===== src/rtl/alu_share_arbiter.sv =====
// alu_share_arbiter: round-robin sequencer for two requesters sharing one registered ALU
module alu_share_arbiter #(
  parameter int WIDTH = 32
) (
  input  logic             clk,
  input  logic             rst,
  input  logic             req0_valid,
  output logic             req0_ready,
  input  logic [1:0]       req0_op,
  input  logic [WIDTH-1:0] req0_inA,
  input  logic [WIDTH-1:0] req0_inB,
  input  logic             req1_valid,
  output logic             req1_ready,
  input  logic [1:0]       req1_op,
  input  logic [WIDTH-1:0] req1_inA,
  input  logic [WIDTH-1:0] req1_inB,
  output logic [WIDTH-1:0] alu_inA,
  output logic [WIDTH-1:0] alu_inB,
  output logic [1:0]       alu_op,
  input  logic [WIDTH-1:0] alu_out,
  input  logic             alu_flag,
  output logic             resp_valid,
  output logic             resp_id,
  output logic [WIDTH-1:0] resp_out,
  output logic             resp_flag,
  input  logic             resp_ready,
  output logic             busy
);
  typedef enum logic [1:0] {IDLE, EXEC, RESP} state_t;
  state_t state, state_nxt;
  logic last_grant, grant, accept;
  assign busy = state != IDLE;
  always_comb begin
    grant      = (req0_valid & req1_valid) ? ~last_grant : req1_valid;
    req0_ready = (state == IDLE) & req0_valid & ~grant;
    req1_ready = (state == IDLE) & req1_valid & grant;
    accept     = req0_ready | req1_ready;
    state_nxt  = state == IDLE ? (accept ? EXEC : IDLE) :
                 state == EXEC ? RESP :
                 resp_ready ? IDLE : RESP;
  end
  // last_grant resets to 1 so requester 0 wins the first tie
  always_ff @(posedge clk or posedge rst) begin
    if (rst) begin
      state      <= IDLE;
      last_grant <= 1'b1;
      alu_inA    <= '0;
      alu_inB    <= '0;
      alu_op     <= '0;
      resp_valid <= 1'b0;
      resp_id    <= 1'b0;
      resp_out   <= '0;
      resp_flag  <= 1'b0;
    end else begin
      state <= state_nxt;
      if (accept) begin
        alu_inA    <= grant ? req1_inA : req0_inA;
        alu_inB    <= grant ? req1_inB : req0_inB;
        alu_op     <= grant ? req1_op : req0_op;
        resp_id    <= grant;
        last_grant <= grant;
      end
      if (state == EXEC) begin
        resp_out   <= alu_out;
        resp_flag  <= alu_flag;
        resp_valid <= 1'b1;
      end
      if (state == RESP && resp_ready) resp_valid <= 1'b0;
    end
  end
endmodule


===== config.mk =====
export PLATFORM = sky130hd
export DESIGN_NAME = alu_share_arbiter
export DESIGN_NICKNAME = d
export VERILOG_FILES = /design/src/rtl/alu_share_arbiter.sv
export SDC_FILE = /design/constraint.sdc
export NUM_CORES = 1
export LEC_CHECK = 0
export CAP_MARGIN = 30
export CORE_MARGIN = 2
export CORE_UTILIZATION = 25
export DETAILED_ROUTE_END_ITERATION = 8
export PLACE_DENSITY = 0.53
export SYNTH_ARGS = -nofsm -noshare
export SYNTH_HDL_FRONTEND = slang
export SYNTH_SLANG_ARGS = --single-unit

===== constraint.sdc =====
create_clock -name clk -period 4.17 [get_ports clk]
set_clock_uncertainty 0.15 [all_clocks]
set_input_delay 0.6255 -clock clk [delete_from_list [all_inputs] [get_ports clk]]
set_output_delay 0.6255 -clock clk [all_outputs]
set_load 0.005 [all_outputs]

==> results of run 1 <==
power by group through the flow:
stage	registers, mW	logic (mW)	clock network [mW]
after floorplan	1.85	1.14	0
after global placement	1.83	2.60	0
after detailed placement	1.85	2.63	0
after CTS	1.83	2.63	0.960
after global routing	1.90	2.77	1.00
final	1.82	2.58	0.916
state kept, by name, indices dropped and copies added (netlist names):
signal      flops
alu_inA        32
alu_inB        32
alu_op          2
last_grant      1
resp_flag       1
resp_id         1
resp_out       32
resp_valid      1
state           2
critical path, cell delays in order:
cell	delay [ps]
clkdlybuf4s50_1	580
a21bo_4	440
and3_1	240
clkdlybuf4s50_1	560
path summary, 6_finish.rpt:
kind | from | end | slack [ps]
worst min register to register | alu_inA[22] | alu_inA[22] | 360
min in group asynchronous | rst | resp_out[20] | 600
worst max-delay path | req0_valid | req0_ready | 950
max in group asynchronous | rst | alu_inB[27] | 2410
worst min-delay path | alu_inA[22] | alu_inA[22] | 360
worst max register to register | last_grant | alu_inB[23] | 1620
layout make-up:
cell class | count | area share
inverters | 3 | 0.00169
repair buffers | 278 | 0.342
clock buffers | 11 | 0.0298
multi-input cells | 179 | 0.257
flip-flops and latches | 104 | 0.320
well taps | 260 | 0.0400
clock inverters | 5 | 0.00984
layer usage:
| layer | vias up | GRT usage | wire, um |
|---|---|---|---|
| met3 | 22 | 0.0526 | 1380 |
| met2 | 171 | 0.209 | 6250 |
| met5 | - | 0 | 0 |
| met4 | 0 | 0.0589 | 361 |
| li1 | 1625 | - | - |
| met1 | 1659 | 0.155 | 5500 |
cell usage in the layout (no fill, tap or decap), drive strengths merged, types with 2 or more instances in the layout:
| master | netlist | final |
|---|---|---|
| a21oi | 3 | 3 |
| buf | 18 | 5 |
| bufinv | 0 | 2 |
| clkbuf | 1 | 11 |
| clkdlybuf4s50 | 0 | 273 |
| clkinvlp | 0 | 2 |
| dfrtp | 103 | 103 |
| inv | 3 | 3 |
| mux2 | 165 | 165 |
| nor2 | 2 | 2 |
metrics by stage:
stage	std cells	worst slack, ps
after floorplan	305	664
after global placement	824	923
after detailed placement	824	886
after CTS	840	881
after global routing	840	840
final	840	945
logic make-up after synthesis:
family                 synth area share
DFF                               0.541
muxes                             0.414
and+or+nand+nor                 0.00649
AOI/OAI and AO/OA                0.0106
buffers and inverters            0.0286
==> run metrics, run 1 <==
status=complete, no violations; layout cells sized above 1=0.328; share of the clock period used by the worst path=0.773; Slew @ Worst Pin=693 ps; routed wire length=13.5 mm; Yosys reg bits=approximately 100; Root Buffer Master=clkbuf_16; all-layer global routing usage=0.131; initial antenna violation count=0; sequential fraction of design power=0.343; H-tree Lvls=3; Net Switching=1.46 mW; crit-path max FO=28; CP startpoint kind=input pin; via count=3477; Fin Hold WS=355 ps; largest net degree at the start of global routing=57; post-cts repair resize count=0; share of the synthesized area in the top cell type=0.535; clk_lat worst skew=340 ps; die area=20400 um^2; Worst Reg-to-Reg Cells=4; largest cells by area after synthesis=dfrtp_1 54%, mux2_2 30%, mux2_4 11%; hold crit path type=reg -> reg; Cells after Synth=305; Netlist cell types=21; DR vias/cell=4.14; Max Clk Rate=0.310 GHz; required time of the worst setup path=3390 ps; Die X=143 um; row count=50; CTS tree=done; RePlAce Congestion=0.716; Final Hold Fails=0; first-pass GRT wire length=20.4 mm; sequential cell area=2600 um^2; clock buffer depth=2; Post-synth EDFFs=0; CTS buffer count=9; FILL cells=1754; most common cell in the netlist=mux2_2; Cell Area, Placed=7820 um^2; vias in the first global route=3717; dpl hpwl=10.1 mm; CTS sink count=104; footprint of the multi-input gates=2090 um^2; Pins Over Slew Limit=0; core area=around 19000 um^2; PnR Total Power=about 5.3 mW; DR iter-0 viols=69; YS warnings=0; Worst VDD drop=0.000333 V; commonest cells in the netlist=129 x mux2_2, 103 x dfrtp_1, 36 x mux2_4, 11 x buf_2, 4 x buf_6; sequential element share of the synthesized area=0.541; Setup-failing EPs final=0; synth-to-layout area growth=68.9%; Tmin final=3220 ps; register clock-pin slew on the reported worst setup and hold paths=70 ps; critical path class=in -> out; endpoint class of the critical path=primary output; Overflow after GRT=0; nets@finish=745; Power Internal=3.86 mW; slew margin rel.=0.538; Sw Ratio=0.274; Post-Route Setup TNS=0 ps; Critical Path AT=2450 ps; post-layout util=0.432; max cap viols=0; Leak=3.32 nW; Post-synth ARST share=1.00; Avg WL per Cell=around 16 um; Die Y=143 um; RSZ-0062 raised after global routing=false; syn nets=475; Gate power share=0.485; Mapped Avg Cell Area=approximately 16 um^2; Hold Path Cell Cnt=1; clock network power share=0.172; ant diodes=0; power density cells=653 nW/um^2; I/O pin cnt=274; first drt pass iteration count=4; ys flop type=dfrtp_1; DRC Markers=0; initial core utilization=0.256; Post-CTS Setup Repair Bufs=0; Hold-fix buffers, CTS=0; Yosys top cell by area=dfrtp_1; ANT nets after route=0; post-synthesis cell area=4820 um^2; post-layout instance area=between 8000 and 9000 um^2; Buffers on Ports=273
Power figures use the tool's default switching activity.
==> run 2, diff against run 1 <==
--- a/config.mk
+++ b/config.mk
@@ -9,7 +9,7 @@
 export CORE_MARGIN = 2
 export CORE_UTILIZATION = 25
 export DETAILED_ROUTE_END_ITERATION = 8
-export PLACE_DENSITY = 0.53
+export PLACE_DENSITY = 0.55
 export SYNTH_ARGS = -nofsm -noshare
 export SYNTH_HDL_FRONTEND = slang
 export SYNTH_SLANG_ARGS = --single-unit
==> constraint.sdc (replaced) <==
create_clock -name clk -period 2.7 [get_ports clk]
set_clock_uncertainty 0.15 [all_clocks]
set_input_delay 0.405 -clock clk [delete_from_list [all_inputs] [get_ports clk]]
set_output_delay 0.405 -clock clk [all_outputs]
set_load 0.005 [all_outputs]
==> run 2 against run 1 <==
- combinational power up 55%
- worst hold slack got worse by 16 ps
- worst setup slack worse by 730 ps
- critical path depth did not move
- wire length grew 2.9%
- via count rose by 1.2%
- core utilization is essentially flat
- sequential cell count stayed put
- final area about the same
- register-to-register slack worse by 1100 ps
- largest cell class unchanged
==> run metrics, run 2 (synthesis results as in run 1) <==
FILL cells=1702 (-3.0%); Leak=3.32 nW (-0.12%); r2r setup slk=480 ps (-1140 ps); Avg WL per Cell=16.5 um (+2.5%); CTS sink count=104 (unchanged); Critical Path AT=1930 ps (-520 ps); initial core utilization=0.256 (unchanged); die area=20400 um^2 (unchanged); Tmin final=between 2000 and 2500 ps; DR iter-0 viols=30 (-57%); first drt pass iteration count=4 (unchanged); sequential cell area=2600 um^2 (unchanged); synth-to-layout area growth=68.8% (about the same); met3 wire len=1.39 mm (+1.0%); max cap viols=0 (unchanged); Slew @ Worst Pin=709 ps (+15.8 ps); Die Y=143 um (unchanged); Worst VDD drop=0.000511 V (+53%); CTS buffer count=9 (unchanged); RePlAce Congestion=0.690 (-3.7%); status=complete, no violations; Hold EP=resp_id; CP startpoint kind=input pin; largest registers=alu_inA x32, alu_inB x32, resp_out x32; initial antenna violation count=0 (unchanged); endpoint class of the critical path=primary output; vias in the first global route=3893 (+4.7%); Post-CTS Setup Repair Bufs=0 (unchanged); required time of the worst setup path=2140 ps (-1250 ps); Overflow after GRT=0 (unchanged); I/O pin cnt=274 (unchanged); worst flop-to-flop path startpoint=last_grant; Die X=143 um (unchanged); layout cells sized above 1=0.329 (+0.00174); hold crit path type=reg -> reg; via count=3517 (+1.2%); power density cells=997 nW/um^2 (+53%); DRC Markers=0 (unchanged); row count=50 (unchanged); post-layout instance area=8130 um^2 (about the same); Buffers on Ports=273 (unchanged); H-tree Lvls=3 (unchanged); nets@finish=750 (+0.67%); R2R Path End=alu_inA[30]; post-layout util=0.432 (about the same); slew margin rel.=0.527 (-0.0105); dpl ws=77.5 ps (-808 ps); routed wire length=13.9 mm (+2.9%); crit path cell chain=clkdlybuf4s50_1, a21bo_4, nor3_1, clkdlybuf4s50_1; Worst Reg-to-Reg Cells=4 (unchanged); commonest non-fill, non-tap cell in the layout=clkdlybuf4s50_1; Top Metal Used=met4; CP top delay family=buffers and inverters; ANT nets after route=0 (unchanged); leading cell types in the layout, fill and taps excluded=273 x clkdlybuf4s50_1, 129 x mux2_2, 103 x dfrtp_1, 36 x mux2_4; register clock-pin slew on the reported worst setup and hold paths=70 ps (about the same); final worst slack=210 ps (-735 ps); Metal-1 WL=5.49 mm (-0.15%); Setup-failing EPs final=0 (unchanged); min-delay src=resp_id; Cell Area, Placed=7850 um^2 (+0.50%); Fin Hold WS=339 ps (-16.1 ps); clk_lat worst skew=350 ps (about the same); Max Clk Rate=approximately 0.4 GHz; RSZ-0062 raised after global routing=false; critical path class=in -> out; Root Buffer Master=clkbuf_16; all-layer global routing usage=0.137 (+0.00614); Hold Path Cell Cnt=1 (unchanged); Met2 Routed Length=6.81 mm (+8.8%); post-cts repair resize count=0 (unchanged); crit-path max FO=4 (-86%); DR vias/cell=4.17 (+0.79%); Post-Route Setup TNS=0 ps (unchanged); cell mode on critical path=clkdlybuf4s50_1; ant diodes=0 (unchanged); clock buffer depth=2 (unchanged); footprint of the multi-input gates=2090 um^2 (unchanged); share of the clock period used by the worst path=0.922; crit-path max cell delay=580 ps (about the same); Pins Over Slew Limit=0 (unchanged); first-pass GRT wire length=21.3 mm (+4.4%); Final Hold Fails=0 (unchanged); largest net degree at the start of global routing=55 (-3.5%); core area=18800 um^2 (unchanged); CTS tree=done; dpl hpwl=10.5 mm (+3.6%); sum of buffers and inverters on the critical path=2 (unchanged); critical path's slowest cell=clkdlybuf4s50_1; Hold-fix buffers, CTS=0 (unchanged)
==> run 2: per-stage QoR <==
| stage | instances | total power, mW |
|---|---|---|
| after floorplan | 305 | 4.62 |
| after global placement | 829 | 6.85 |
| after detailed placement | 829 | 6.93 |
| after CTS | 843 | 8.28 |
| after global routing | 843 | 8.65 |
| final | 843 | 8.10 |
==> run 2: layer usage <==
layer  global-route usage  up-vias
met5                    0        -
met4               0.0464        0
met3               0.0547       12
met2                0.232      173
met1                0.157     1697
li1                     -     1635
==> run 2: final cells by class <==
cell class | instances | share of cell area
repair buffers | 283 | 0.347
inverters | 3 | 0.00185
clock buffers | 11 | 0.0286
flip-flops and latches | 104 | 0.320
well taps | 260 | 0.0400
multi-input cells | 179 | 0.257
clock inverters | 3 | 0.00554
==> run 2: power by group <==
part | total, mW | switching [mW] | internal, mW
logic | 4.01 | 1.25 | 2.77
clock network | 1.28 | 0.574 | 0.710
registers | 2.81 | 0.426 | 2.38
==> run 2: how the worst max path moves through the flow <==
stage | slack (ps) | from | cells past startpoint | to
after floorplan | 860 | last_grant | 6 | alu_inB[7]
after global placement | 100 | req0_valid | 5 | alu_inB[20]
after detailed placement | 80 | req0_valid | 5 | alu_inB[19]
after CTS | 190 | req1_valid | 4 | req1_ready
after global routing | 140 | req1_valid | 4 | req1_ready
final | 210 | req1_valid | 4 | req1_ready
